File: src/rtl/cpu_defs.sv
// Shared encodings for the execute-stage bit-scan unit: scan types and FSM states.
package cpu_defs;

    typedef enum logic [1:0] {
        BS_LOW1  = 2'b00,
        BS_LOW0  = 2'b01,
        BS_HIGH1 = 2'b10,
        BS_HIGH0 = 2'b11
    } scan_type_t;

    typedef enum logic [1:0] {
        S_IDLE = 2'b00,
        S_SCAN = 2'b01,
        S_DONE = 2'b10
    } state_t;

    // Types ending in 0 look for a 1, types ending in 1 look for a 0.
    function automatic logic scan_target(input logic [1:0] t);
        return ~t[0];
    endfunction

    function automatic logic scan_is_high(input logic [1:0] t);
        return t[1];
    endfunction

endpackage

File: src/rtl/bit_scan_step.sv
// Combinational first-match finder over one STEP-bit slice already in scan order.
module bit_scan_step #(
    parameter int STEP = 1,
    parameter int OW   = (STEP > 1) ? $clog2(STEP) : 1
) (
    input  logic [STEP-1:0] i_slice,
    input  logic            i_target,
    output logic            o_hit,
    output logic [OW-1:0]   o_off
);

    // Walk from the back so the lowest matching offset is the last one written.
    always_comb begin
        o_hit = 1'b0;
        o_off = '0;
        for (int k = STEP - 1; k >= 0; k--) begin
            if (i_slice[k] == i_target) begin
                o_hit = 1'b1;
                o_off = OW'(k);
            end
        end
    end

endmodule

File: src/rtl/bit_scan_seq.sv
// Iterative find-lowest/highest-1/0 unit with busy/done handshake for the execute stage.
module bit_scan_seq
    import cpu_defs::*;
#(
    parameter int WIDTH = 32,
    parameter int STEP  = 1,
    parameter int RW    = $clog2(WIDTH) + 1
) (
    input  logic             i_clk,
    input  logic             i_reset,
    input  logic             i_start,
    input  logic             i_cancel,
    input  logic [WIDTH-1:0] i_data,
    input  logic [1:0]       i_type,
    output logic             o_busy,
    output logic             o_done,
    output logic [RW-1:0]    o_result,
    output state_t           o_dbg_state
);

    localparam int NSTEPS = WIDTH / STEP;
    localparam int CW     = (NSTEPS > 1) ? $clog2(NSTEPS) : 1;
    localparam int OW     = (STEP > 1) ? $clog2(STEP) : 1;
    localparam logic [CW-1:0] CNT_LAST = CW'(NSTEPS - 1);

    // Handshake: start is taken only in IDLE/DONE; cancel beats start in any state;
    // done is a one-cycle pulse and o_result is valid from that cycle until the next done.
    state_t           r_state, w_state_nxt;
    logic [WIDTH-1:0] r_data,  w_data_nxt;
    logic [1:0]       r_type,  w_type_nxt;
    logic [CW-1:0]    r_cnt,   w_cnt_nxt;
    logic [RW-1:0]    r_result, w_result_nxt;

    logic [WIDTH-1:0] w_rev;
    logic [WIDTH-1:0] w_ordered;
    logic [RW-1:0]    w_base;
    logic [STEP-1:0]  w_slice;
    logic             w_hit;
    logic [OW-1:0]    w_off;
    logic [RW-1:0]    w_idx;
    logic [RW-1:0]    w_pos;

    // High scans run over the bit-reversed operand so both directions share one slicer.
    always_comb begin
        w_rev = '0;
        for (int i = 0; i < WIDTH; i++) begin
            w_rev[i] = r_data[WIDTH-1-i];
        end
    end

    assign w_ordered = scan_is_high(r_type) ? w_rev : r_data;
    assign w_base    = RW'(r_cnt) * RW'(STEP);
    assign w_slice   = STEP'(w_ordered >> w_base);

    bit_scan_step #(
        .STEP (STEP),
        .OW   (OW)
    ) u_step (
        .i_slice  (w_slice),
        .i_target (scan_target(r_type)),
        .o_hit    (w_hit),
        .o_off    (w_off)
    );

    assign w_idx = w_base + RW'(w_off);
    assign w_pos = scan_is_high(r_type) ? (RW'(WIDTH - 1) - w_idx) : w_idx;

    always_comb begin
        w_state_nxt  = r_state;
        w_data_nxt   = r_data;
        w_type_nxt   = r_type;
        w_cnt_nxt    = r_cnt;
        w_result_nxt = r_result;
        case (r_state)
            S_IDLE, S_DONE: begin
                w_state_nxt = S_IDLE;
                if (i_start && !i_cancel) begin
                    w_state_nxt = S_SCAN;
                    w_data_nxt  = i_data;
                    w_type_nxt  = i_type;
                    w_cnt_nxt   = '0;
                end
            end
            S_SCAN: begin
                if (i_cancel) begin
                    w_state_nxt = S_IDLE;
                end else if (w_hit) begin
                    w_result_nxt = w_pos;
                    w_state_nxt  = S_DONE;
                end else if (r_cnt == CNT_LAST) begin
                    w_result_nxt = RW'(WIDTH);
                    w_state_nxt  = S_DONE;
                end else begin
                    w_cnt_nxt = r_cnt + 1'b1;
                end
            end
            default: w_state_nxt = S_IDLE;
        endcase
    end

    always_ff @(posedge i_clk) begin
        if (!i_reset) begin
            r_state  <= S_IDLE;
            r_data   <= '0;
            r_type   <= '0;
            r_cnt    <= '0;
            r_result <= '0;
        end else begin
            r_state  <= w_state_nxt;
            r_data   <= w_data_nxt;
            r_type   <= w_type_nxt;
            r_cnt    <= w_cnt_nxt;
            r_result <= w_result_nxt;
        end
    end

    assign o_busy      = (r_state == S_SCAN);
    assign o_done      = (r_state == S_DONE);
    assign o_result    = r_result;
    assign o_dbg_state = r_state;

endmodule

File: config.mk
export PLATFORM = sky130hd
export DESIGN_NAME = bit_scan_seq
export DESIGN_NICKNAME = d
export VERILOG_FILES = /design/src/rtl/cpu_defs.sv /design/src/rtl/bit_scan_step.sv /design/src/rtl/bit_scan_seq.sv
export SDC_FILE = /design/constraint.sdc
export NUM_CORES = 1
export LEC_CHECK = 0
export ABC_CLOCK_PERIOD_IN_PS = 2600
export BUFFER_PORTS_ARGS = -buffer_cell sky130_fd_sc_hd__buf_4
export CORE_UTILIZATION = 50
export DETAILED_ROUTE_END_ITERATION = 10
export MAX_ROUTING_LAYER = met4
export PLACE_DENSITY = 0.83
export SLEW_MARGIN = 10
export SYNTH_ARGS = -nofsm -noshare
export SYNTH_HDL_FRONTEND = slang
export SYNTH_SLANG_ARGS = --single-unit
File: constraint.sdc
create_clock -name i_clk -period 2.6 [get_ports i_clk]
set_clock_uncertainty 0.15 [all_clocks]
set_input_delay 0.52 -clock i_clk [delete_from_list [all_inputs] [get_ports i_clk]]
set_output_delay 0.52 -clock i_clk [all_outputs]
set_load 0.01 [all_outputs]
==> results by stage, run 1 <==
Outcome:
- The run finished with clean final reports.

Worst setup path:
- The top cell family by delay on the critical path is compound AO/OA/AOI/OAI gates.
- The critical path startpoint category is a flop.
- The startpoint-to-endpoint class of the critical path is flop to flop.
- The cell depth of the worst flop-to-flop path is 8.
- Along the worst path, the maximum fanout reaches 8.
- The reg-to-reg startpoint is r_cnt[0].
- The largest individual stage delay along the critical path comes from the cell mux4_2.
- The terminus of the critical flop-to-flop path is r_cnt[3].
- Walking the worst path, the cells encountered are mux4_2 > nor2b_1 > a211o_1 > a221oi_2 > a41o_2 > xnor2_4 > o21a_1 > a221o_1.
- On the worst path, the slowest cell contributes a delay of 0.50 ns.
- The critical path contains buffers and inverters numbering 0 combined.
- The nature of the critical path endpoint is a flop.
- Data on the critical path arrives at its endpoint at 2.63 ns.
- The required time of the critical path is about 2.6 ns.
- The slack of the worst reg-to-reg path is 0.01 ns.

Synth:
- The number of distinct standard cells referenced by the synthesized netlist is 45.
- Averaged over all synthesized cells, the footprint is 8.77 sq um.
- After synthesis the cells add up to 0.00252 sq mm.
- Summed over all instances, the cell type with the most area after synthesis is dfxtp_1.
- The number of instances in the synthesized netlist is 288.
- By area the synthesized netlist is led by dfxtp_1, nand2_1, a21boi_0, mux2i_1, mux4_1.
- After synthesis, flip-flops and latches occupy 37.3% of the total area.
- The most used flip-flop cell after synthesis is dfxtp_1.
- Synthesis inferred 47 register bits.
- The count of flip-flops with a built-in enable after synthesis is 0.
- The number of nets in the synthesized netlist is 328.
- The share of flip-flops with an asynchronous set or reset after synthesis is 0%.
- During synthesis, Yosys emitted a total of 0 warnings.
- The area share of the largest cell type after synthesis is 37.3%.

Timing:
- The final hold violation count is 0.
- The worst path needs 2.59 ns of the cycle, external delays included.
- The final number of max-transition violations is 0.
- The final worst-path cycle share is between 90 and 100%.
- The worst pin sits at a relative slew slack of 60.6%.
- The final setup violation count is 0.
- Based on the critical path, the design can be clocked at up to 387 MHz.
- Setup repair after global routing could not meet its margin everywhere.
- At the pin with the least slew margin, the transition time is 0.590 ns.

Finish:
- The synthesis-to-layout area growth is 22.5%.
- The count of antenna diodes in the layout is 0.
- The share of layout cells above drive strength 1 is 25.7%.
- At the end of the flow, the number of nets in the layout was 374.
- The design area is roughly 0.0031 sq mm.

Clocking:
- After clock tree synthesis, the setup repair step added 0 buffers.
- The clock net in this run drives a total of 47 sinks.
- The clock input transition at the sequential cells of the worst setup and hold paths is about 0.090 ns.
- For the worst-skew pair, the clock arrives at the later sink with an insertion delay of 0.30 ns.
- The number of buffers between clock root and the deepest sink is 2.
- CTS placed an instance of clkbuf_8 at the clock tree root.
- The number of clock buffers inserted by TritonCTS is 5.
- TritonCTS built the clock tree.
- The H-tree generated during clock tree synthesis spans 2 levels.
- The count of hold-fix buffers inserted at cts is 0.

Global routing:
- The initial antenna violation count came to 0.
- The via count of the first global-routing pass was 2,039.
- Entering global routing, the biggest net connects 52 pins.
- The first global-routing pass estimated 9080 um of wire.
- The global-route usage over all layers is 22.6%.
- For this run the aggregate overflow at the end of global routing stands at 0.

Placed design:
- The weighted congestion at the end of routability-driven global placement is 0.830.
- The placed instances occupy a cell area of 0.00298 sq mm.
- The half-perimeter wire length after detailed placement is roughly 3700 um.
- The number of buffer cells added on primary ports is 47.

Power and ir drop:
- The static leakage power is 1.20 nW.
- The completed layout was analyzed and its total power is 0.00143 W.
- Dividing total power by cell area gives a power density of ~460 mW/mm^2.
- The worst-case IR drop observed on VDD is about 0.21 mV.

Floorplanning:
- The number of primary I/O pins is 48.
- The core footprint is approximately 0.0048 sq mm.
- The site row count is 25.
- The die outline height is approximately 73 um.
- The width of the chip is 73.1 um.
- The die covers 0.00534 sq mm.
- The initial utilization of the core area, before any placement, comes to 52.8%.

Route:
- The first routing iteration left 76 violations.
- The via count normalized by instance count is ~5.4.
- The average wire per cell in the routed design is 12.9 um.
- After detailed routing, the total wire length is roughly 5200 um.
- For this block, the via count after detailed routing is 2,152.
- The detail route stage leaves a number of antenna-violating nets equal to 0.
- The number of design rule violations left after detail routing is 0.
- The first-pass detailed-route iteration total is 4.

Min path:
- In this run the most critical hold path is launched from i_data[21].
- The path with the worst hold slack has its endpoint at r_data[21].
- The worst min-delay path class is input port to flop.
- The number of cells traversed by the worst hold path is 3.

Job:
- Across the run, the number of max-cap violations was 0.
[cell usage after synthesis (3+ instances only)]
cell type,n
a211oi_1,5
a21boi_0,34
a21oi_1,3
a221oi_1,3
a22oi_1,3
and2_1,4
and3_1,5
buf_4,4
clkbuf_1,14
dfxtp_1,47
mux2i_1,17
mux4_1,5
nand2_1,81
nor2_1,5
nor2b_1,9
o22ai_1,5
xnor2_1,6
[worst max-delay path by stage]
stage | start | to | depth (start not counted)
2_1_floorplan | r_cnt[0] | r_cnt[3] | 10
3_3_place_gp | r_cnt[0] | r_cnt[3] | 8
3_5_place_dp | r_cnt[0] | r_cnt[0] | 9
4_1_cts | r_cnt[0] | r_cnt[3] | 8
5_1_grt | r_cnt[0] | r_cnt[3] | 8
6_report | r_cnt[0] | r_cnt[3] | 8
[flip-flops by register name (all words and copies together) (netlist names)]
signal and flops:
r_type 2, r_data 32, o_dbg_state 2, r_cnt 5, o_result 6
[stage by stage]
step / std cells / setup slack, ns / setup TNS, ns / hold WS (ns) / util (%)
2_1_floorplan: 288 / 0.0105 / 0 / 0.297 / -
3_3_place_gp: 394 / -0.0474 / -0.0946 / 0.306 / 62.2
3_5_place_dp: 394 / -0.0925 / -0.557 / 0.310 / 62.2
4_1_cts: 402 / 0.00176 / 0 / 0.313 / 64.4
5_1_grt: 402 / -0.110 / -0.610 / 0.318 / 64.6
6_report: 402 / 0.0132 / 0 / 0.315 / 64.6
[metal layers]
metal	part of all wire (%)	global-route usage (%)	vias to the layer above
met5	0	-	-
met4	0.88	5.88	0
met3	4.4	4.83	5
met2	50	37.0	55
met1	45	28.1	993
li1	-	-	1099
[final cells by class]
cell class                      count  area (sq um)
Inverter                            1          3.75
Fill cell                         423          1690
Multi-Input combinational cell    216          1470
Clock inverter                      1          8.76
Clock buffer                        7          86.3
Tap cell                           67          83.8
Timing Repair Buffer               63           493
Sequential cell                    47           945
[power breakdown]
part	switching (W)	internal, W
sequential	0.0000234	0.000745
clock	0.000243	0.000218
combinational	0.0000909	0.000113
[cell families (layout without fill, tap and decap cells)]
kind of cell,after synthesis,after routing,share of synthesized area (%)
multiplexers,25,25,13.7
AO/OA/AOI/OAI,70,70,21.4
XOR/XNOR,6,6,2.08
AND/OR/NAND/NOR,113,113,19.4
flip-flops,47,47,37.3
buffers and inverters,25,72,5.10
adder cells (fa/ha/maj),2,2,0.991
[worst min-delay path, stage by stage]
cell	delay, ns
buf_4	0.11
nand2_1	0.04
a21boi_0	0.06
[placed cells by master (no fill, tap or decap), types with 3 or more instances in the layout]
cell type,Yosys,final
xnor2_1,6,5
a21boi_0,34,34
o22ai_1,5,3
clkbuf_8,0,6
dfxtp_1,47,46
nor2b_1,9,9
and3_1,5,5
buf_4,4,60
a221oi_1,3,3
and2_1,4,4
a21oi_1,3,3
nand2_1,81,81
a211oi_1,5,5
mux2i_1,17,17
a22oi_1,3,3
mux4_2,1,6
nor2_1,5,5
[timing repair]
action | in CTS | in global routing
pin swaps | 5 | 2
endpoints found under the setup margin | 9 | 10
resized for setup | 7 | 6
Note: power is estimated with default switching activity, not from simulation.
==> run 2: changes to the inputs <==
- CELL_PAD_IN_SITES_DETAIL_PLACEMENT: unset -> 0
- CELL_PAD_IN_SITES_GLOBAL_PLACEMENT: unset -> 2
- CORE_UTILIZATION: 50 -> 30
==> run 2 against run 1 <==
- die area grew 65%
- clock power grew 22%
- cell count grew 10%
- flip-flop and latch count is the same
- total power grew 7.5%
- non-clock buffer count grew 2
- register-to-register slack is essentially flat
- global-route usage shrank 7.6 points
- critical path type unchanged
- critical endpoint is now r_cnt[0]
- largest power group unchanged
==> results by stage, run 2 (same netlist as run 1, synthesis figures left out) <==
Outcome:
- Result of the run: finished clean (unchanged).

Timing:
- The final hold violation count came to 0 (unchanged).
- The relative max-transition margin is 58.8% (was 60.6%).
- The minimum period implied by the final worst setup slack is 2.58 ns (was 2.59 ns).
- The final number of max-transition violations is 0 (unchanged).
- The highest clock rate is 388 MHz (was 387 MHz).
- The final setup violation count is 0 (unchanged).
- Unrepaired setup endpoints after global routing: true (unchanged).
- The final worst-path cycle share is 99.1% (was 99.5%).
- The transition time at the pin with the least slew margin is 0.616 ns (was 0.590 ns).

Clocking:
- The clock tree from TritonCTS is built (unchanged).
- The H-tree depth came to 2 (unchanged).
- The number of clock sinks is 47 (unchanged).
- The number of clock buffers inserted by TritonCTS was 5 (unchanged).
- The buffer cell driving the clock tree root is clkbuf_8 (unchanged).
- The count of hold-fix buffers inserted at cts is 0 (unchanged).
- The insertion delay to the later sink of the worst-skew pair is 0.31 ns (was 0.30 ns).
- The number of buffers between clock root and the deepest sink is 2 (unchanged).
- The clock input transition at the sequential cells of the worst setup and hold paths is 0.09 ns (about the same).

Finish:
- Highest-count cells in the layout ignoring fill and taps: nand2_1, buf_4, dfxtp_1, a21boi_0, mux2i_1 (unchanged).
- The commonest non-fill, non-tap cell in the layout is nand2_1 (unchanged).
- The synthesis-to-layout area growth is 26.1% (was 22.5%).
- The sequential cell area came to 946 sq um (was 945 sq um).
- The total area of multi-input combinational cells is 0.00148 sq mm (was 0.00147 sq mm).
- The register with the most flip-flops is r_data (unchanged).
- The count of antenna diodes in the layout is 0 (unchanged).
- The flip-flop count of the largest register after layout was 32 (unchanged).
- The design area is 0.00318 sq mm (was 0.00309 sq mm).
- The total of fill cells in the finished design is 838 (was 423).
- The utilization after layout is 39.0% (was 64.6%).
- The share of layout cells above drive strength 1 was 27.0% (was 25.7%).
- The number of nets in the final layout came to 376 (was 374).

Min path:
- The terminating pin of the worst hold path is r_data[14] (was r_data[21]).
- The worst min-delay path class is input port to flop (unchanged).
- The origin of the worst min-delay path is i_data[14] (was i_data[21]).
- The number of cells traversed by the worst hold path is 3 (unchanged).

Worst setup path:
- The required time of the critical path was 2.66 ns (was 2.64 ns).
- The terminus of the critical flop-to-flop path was r_cnt[0] (was r_cnt[3]).
- The biggest fanout along the worst timing path is 8 (unchanged).
- The startpoint-to-endpoint class of the critical path is flop to flop (unchanged).
- Sequence of cells on the critical path: mux4_2 > nor2b_4 > a211o_1 > a221oi_2 > a41o_2 > xnor2_4 > buf_6 > o211a_1 > o21a_1 (was mux4_2 > nor2b_1 > a211o_1 > a221oi_2 > a41o_2 > xnor2_4 > o21a_1 > a221o_1).
- The slack of the worst reg-to-reg path was 0.02 ns (was 0.01 ns).
- The nature of the critical path endpoint is a flop (unchanged).
- The slowest cell on the critical path is mux4_2 (unchanged).
- The cell depth of the worst flop-to-flop path came to 9 (was 8).
- The critical path startpoint category is a flop (unchanged).
- The count of buffering cells on the critical path with inverters included is 1 (was 0).
- The delay of the slowest cell on the worst path is 0.51 ns (was 0.50 ns).
- The reg-to-reg startpoint is r_cnt[0] (unchanged).
- The data arrival at the endpoint of the critical path is 2.64 ns (was 2.63 ns).
- The top cell family by delay on the critical path was compound AO/OA/AOI/OAI gates (unchanged).

Floorplanning:
- The area of the die is 0.00879 sq mm (was 0.00534 sq mm).
- The die outline height is 93.7 um (was 73.1 um).
- The core footprint is 0.00818 sq mm (was 0.00479 sq mm).
- The starting utilization of the core area is 30.9% (was 52.8%).
- The site row count is 33 (was 25).
- The width of the chip is 93.7 um (was 73.1 um).
- The number of primary I/O pins came to 48 (unchanged).

Route:
- The via count normalized by instance count is 4.79 (was 5.35).
- The first-pass detailed-route iteration total is 4 (unchanged).
- The post-detailed-route count of antenna-violating nets is 0 (unchanged).
- The average wire per cell in the routed design came to 13.1 um (was 12.9 um).
- The post-detailed-routing wire length is 5770 um (was 5200 um).
- The iteration-0 DRC count of the detailed router is 71 (was 76).
- The total number of vias is 2,119 (was 2,152).
- The number of design rule violations left after detail routing is 0 (unchanged).

Power and ir drop:
- The worst ir drop on vdd is 0.176 mV (was 0.211 mV).
- The static leakage power is 1.22 nW (was 1.20 nW).
- The ratio of total power to cell area is 484 mW/mm^2 (was 463 mW/mm^2).

Global routing:
- The residual overflow from global routing was 0 (unchanged).
- The largest net degree at the start of global routing came to 52 (unchanged).
- The global-route wire length before repair is 10000 um (was 9080 um).
- The via count of the first global-routing pass is 2,089 (was 2,039).
- The global-route track usage on met2 is 22.9% (was 37.0%).
- The global-route usage over all layers was 15.0% (was 22.6%).
- The initial antenna violation count is 0 (unchanged).
- The met1 track demand over resource is 19.6% (was 28.1%).
- The busiest layer in global routing is met2 (unchanged).
- The global-route track usage on met3 came to 2.59% (was 4.83%).

Placed design:
- The half-perimeter wire length after detailed placement was 4100 um (was 3710 um).
- The number of buffer cells added on primary ports is 47 (unchanged).
- The weighted congestion at the end of routability-driven global placement is 0.762 (was 0.830).
- The standard cell area after detailed placement is 0.00303 sq mm (was 0.00298 sq mm).

Job:
- The count of maximum capacitance violations is 0 (unchanged).
-- run 2: cell types whose count changed in the layout (fill, tap and decap cells not counted), sizes merged --
cell	delta
bufinv	+1
buf	+2
clkbuf	-1
-- run 2: cell type report --
cell class / instances / area share [%]
Clock buffer: 6 / 2.59
Inverter: 1 / 0.118
Tap cell: 105 / 4.13
Clock inverter: 2 / 1.10
Sequential cell: 47 / 29.7
Timing Repair Buffer: 65 / 15.8
Multi-Input combinational cell: 216 / 46.5
-- run 2: worst max path at each step --
| stage | from | end | cells past startpoint | slack (ns) |
|---|---|---|---|---|
| floorplan | r_cnt[0] | r_cnt[3] | 10 | 0.01 |
| global placement | r_cnt[0] | r_cnt[0] | 9 | -0.09 |
| detailed placement | r_cnt[0] | r_cnt[0] | 9 | -0.14 |
| CTS | r_cnt[0] | r_cnt[0] | 9 | 0.005 |
| global route | r_cnt[0] | o_result[4] | 8 | -0.14 |
| finish | r_cnt[0] | r_cnt[0] | 9 | 0.02 |
-- run 2: power breakdown --
group          total [W]  internal, W  switching (W)
registers       0.000769     0.000745      0.0000240
clock network   0.000562     0.000311       0.000251
logic           0.000209     0.000115      0.0000934
-- run 2: per-stage QoR --
| step | setup TNS, ns | std cells | hold WS, ns | power [W] | worst slack (ns) |
|---|---|---|---|---|---|
| floorplan | 0 | 288 | 0.297 | 0.000902 | 0.0105 |
| global placement | -0.229 | 433 | 0.308 | 0.000987 | -0.0872 |
| detailed placement | -0.681 | 433 | 0.313 | 0.000990 | -0.136 |
| CTS | 0 | 442 | 0.304 | 0.00156 | 0.00523 |
| global route | -0.831 | 442 | 0.308 | 0.00163 | -0.136 |
| finish | 0 | 442 | 0.308 | 0.00154 | 0.0226 |
-- run 2: timing repair --
action,4_1_cts,5_1_grt
setup endpoints to repair,11,10
pin swaps,5,1
gates resized for setup,8,8
buffers inserted,1,0
-- run 2: worst register-to-register path, stage by stage (launching register included) --
cell and delay (ns):
dfxtp_4 0.44, mux4_2 0.52, nor2b_4 0.14, a211o_1 0.23
a221oi_2 0.21, a41o_2 0.19, xnor2_4 0.10, buf_6 0.15
o211a_1 0.21, o21a_1 0.16
-- run 2: layer usage --
| layer | share of wire [%] | up-vias |
|---|---|---|
| met5 | 0 | - |
| met4 | 1.9 | 0 |
| met3 | 3.5 | 11 |
| met2 | 46 | 39 |
| met1 | 49 | 969 |
| li1 | - | 1100 |
==> run 3: changes to the inputs <==
--- a/constraint.sdc
+++ b/constraint.sdc
@@ -4,2 +4,2 @@
 set_output_delay 0.52 -clock i_clk [all_outputs]
-set_load 0.01 [all_outputs]
+set_load 0.05 [all_outputs]
==> run 3 against run 2 <==
- the flow now finishes with violations (setup timing)
- total power up 0.28%
- worst hold slack gained 0.0096 ns
- setup slack got worse by 0.040 ns
- via count up 1.5%
- critical path type unchanged
- sequential share of layout area is 0.33 points lower
- maximum frequency fell by 1.5%
- cell area increased by 0.98%
- non-clock buffer count is 4 higher
==> results by stage, run 3 (same netlist as run 1, synthesis figures left out) <==
Power and ir drop:
- The power consumption is 0.00154 W (about the same).
- The ratio of total power to cell area is 480 mW/mm^2 (was 484 mW/mm^2).
- The worst ir drop on vdd is 0.172 mV (was 0.176 mV).
- The static leakage power was 1.25 nW (was 1.22 nW).

Timing:
- The final hold violation count was 0 (unchanged).
- The final worst-path cycle share is 101% (was 99.1%).
- Unrepaired setup endpoints after global routing: true (unchanged).
- The minimum period implied by the final worst setup slack came to 2.62 ns (was 2.58 ns).
- The sum of negative setup slack is -0.0308 ns (was 0 ns).
- The final number of max-transition violations is 0 (unchanged).
- The relative max-transition margin is 62.1% (was 58.8%).
- The final setup violation count came to 2 (was 0).
- The transition time at the pin with the least slew margin is 0.567 ns (was 0.616 ns).
- The highest clock rate is 382 MHz (was 388 MHz).
- The worst setup margin was -0.0171 ns (was 0.0226 ns).

Worst setup path:
- The critical path startpoint category is a flop (unchanged).
- The reg-to-reg startpoint is r_cnt[0] (unchanged).
- The delay of the slowest cell on the worst path is 0.50 ns (was 0.51 ns).
- The biggest fanout along the worst timing path is 8 (unchanged).
- The data arrival at the endpoint of the critical path is 2.66 ns (was 2.64 ns).
- The startpoint-to-endpoint class of the critical path is flop to flop (unchanged).
- Sequence of cells on the critical path: mux4_2 > nor2b_1 > a211o_1 > a221oi_2 > a41o_2 > xnor2_4 > o21a_1 > a221o_1 (was mux4_2 > nor2b_4 > a211o_1 > a221oi_2 > a41o_2 > xnor2_4 > buf_6 > o211a_1 > o21a_1).
- The nature of the critical path endpoint is a flop (unchanged).
- The cell depth of the worst flop-to-flop path was 8 (was 9).
- The first element of the critical path was r_cnt[0] (unchanged).
- The slack of the worst reg-to-reg path is -0.02 ns (was 0.02 ns).
- The slowest cell on the critical path is mux4_2 (unchanged).
- The terminus of the critical flop-to-flop path was r_cnt[3] (was r_cnt[0]).
- The count of buffering cells on the critical path with inverters included is 0 (was 1).
- The required time of the critical path was 2.64 ns (was 2.66 ns).
- The top cell family by delay on the critical path is compound AO/OA/AOI/OAI gates (unchanged).

Finish:
- The sequential cell area came to 945 sq um (was 946 sq um).
- The number of nets in the final layout came to 380 (was 376).
- The flip-flop count of the largest register after layout was 32 (unchanged).
- The count of antenna diodes in the layout is 0 (unchanged).
- Highest-count cells in the layout ignoring fill and taps: nand2_1, buf_4, dfxtp_1, a21boi_0, mux2i_1 (unchanged).
- The register with the most flip-flops is r_data (unchanged).
- The total area of multi-input combinational cells is 0.00148 sq mm (about the same).
- The synthesis-to-layout area growth is 27.4% (was 26.1%).
- The share of layout cells above drive strength 1 came to 26.7% (was 27.0%).
- The total of fill cells in the finished design is 882 (was 838).
- The commonest non-fill, non-tap cell in the layout is nand2_1 (unchanged).

Floorplanning:
- The starting utilization of the core area is 30.9% (unchanged).
- The area of the die is 0.00879 sq mm (unchanged).
- The site row count is 33 (unchanged).
- The core footprint is 0.00818 sq mm (unchanged).
- The die outline height is 93.7 um (unchanged).
- The width of the chip is 93.7 um (unchanged).
- The number of primary I/O pins is 48 (unchanged).

Route:
- The post-detailed-routing wire length was 5800 um (was 5770 um).
- The first-pass detailed-route iteration total came to 4 (unchanged).
- The iteration-0 DRC count of the detailed router is 64 (was 71).
- The total number of vias is 2,150 (was 2,119).
- The number of design rule violations left after detail routing is 0 (unchanged).
- The average wire per cell in the routed design is 13.0 um (was 13.1 um).
- The via count normalized by instance count is 4.82 (was 4.79).
- The post-detailed-route count of antenna-violating nets is 0 (unchanged).

Min path:
- The origin of the worst min-delay path is i_data[14] (unchanged).
- The worst min-delay path class is input port to flop (unchanged).
- The terminating pin of the worst hold path is r_data[14] (unchanged).
- The number of cells traversed by the worst hold path came to 3 (unchanged).

Clocking:
- The clock input transition at the sequential cells of the worst setup and hold paths is 0.08 ns (was 0.09 ns).
- The insertion delay to the later sink of the worst-skew pair came to 0.30 ns (was 0.31 ns).
- The number of clock buffers inserted by TritonCTS is 5 (unchanged).
- The clock tree from TritonCTS is built (unchanged).
- The H-tree depth is 2 (unchanged).
- The buffer cell driving the clock tree root is clkbuf_8 (unchanged).
- The count of buffers added by post-CTS timing repair for setup is 0 (was 1).
- The number of clock sinks is 47 (unchanged).
- The number of buffers between clock root and the deepest sink is 2 (unchanged).

Global routing:
- The met1 track demand over resource is 17.9% (was 19.6%).
- The busiest layer in global routing is met2 (unchanged).
- The initial antenna violation count is 0 (unchanged).
- The residual overflow from global routing is 0 (unchanged).
- The global-route usage over all layers is 14.5% (was 15.0%).
- The global-route track usage on met3 came to 3.07% (was 2.59%).
- The largest net degree at the start of global routing came to 52 (unchanged).
- The global-route wire length before repair is 9670 um (was 10000 um).
- The via count of the first global-routing pass is 2,076 (was 2,089).
- The global-route track usage on met2 was 23.2% (was 22.9%).

Outcome:
- The checks that failed: setup timing.
- Result of the run: finished with violations (was finished clean).

Placed design:
- The half-perimeter wire length after detailed placement is 4280 um (was 4100 um).
- The number of buffer cells added on primary ports is 47 (unchanged).
- The weighted congestion at the end of routability-driven global placement came to 0.822 (was 0.762).

Job:
- The count of maximum capacitance violations is 0 (unchanged).
[run 3: cell count changes in the layout (fill, tap and decap cells not counted), moves of 2 or more]
cell | previous run | this run
o22ai_1 | 3 | 5
o21ai_1 | 2 | 0
o22ai_2 | 2 | 0
mux4_1 | 0 | 2
buf_4 | 63 | 66
mux4_2 | 6 | 4
o21ai_0 | 0 | 2
[run 3: stage by stage]
step                      setup WS [ns]  cell area, sq um  hold WS, ns  util, %  std cells
final                           -0.0171              3220        0.318     39.3        446
after global routing             -0.130              3220        0.309     39.3        446
after CTS                       -0.0144              3210        0.312     39.3        446
after detailed placement         -0.148              3080        0.312     37.6        438
after global placement          -0.0755              3080        0.310     37.6        438
after floorplan                  0.0105              2540        0.297        -        288
[run 3: how the worst max path moves through the flow]
stage | end | slack, ns | cells after the start
after floorplan | r_cnt[3] | 0.01 | 10
after global placement | r_cnt[0] | -0.08 | 9
after detailed placement | r_cnt[3] | -0.15 | 8
after CTS | r_cnt[3] | -0.01 | 8
after global routing | r_cnt[0] | -0.13 | 9
final | r_cnt[3] | -0.02 | 8
[run 3: worst min-delay path, delay by kind of cell]
family	cells	cell delay, ns
buf+inv	1	0.11
compound gates	1	0.06
simple gates	1	0.04
[run 3: final cells by class]
type	count	area share (%)
clock buffers	6	2.57
clock inverters	2	1.09
inverters	1	0.117
multi-input cells	216	46.0
flip-flops and latches	47	29.4
well taps	105	4.09
repair buffers	69	16.7
[run 3: power by group]
part           switching (W)  internal [W]  leakage [nW]
logic               0.000100      0.000119         0.810
registers          0.0000241      0.000745         0.383
clock network       0.000245      0.000311        0.0612
[run 3: layer usage]
metal  share of wire, %  up-vias  wire [um]
met2                 47       38       2740
met5                  0        -          0
met3                3.3        9        189
met1                 48      996       2770
li1                   -     1107          -
met4                1.7        0         96
[run 3: what timing repair did]
item,in CTS,in global routing
pin swaps,8,0
gates resized for setup,5,4
setup endpoints to repair,11,11
hold buffers,0,0
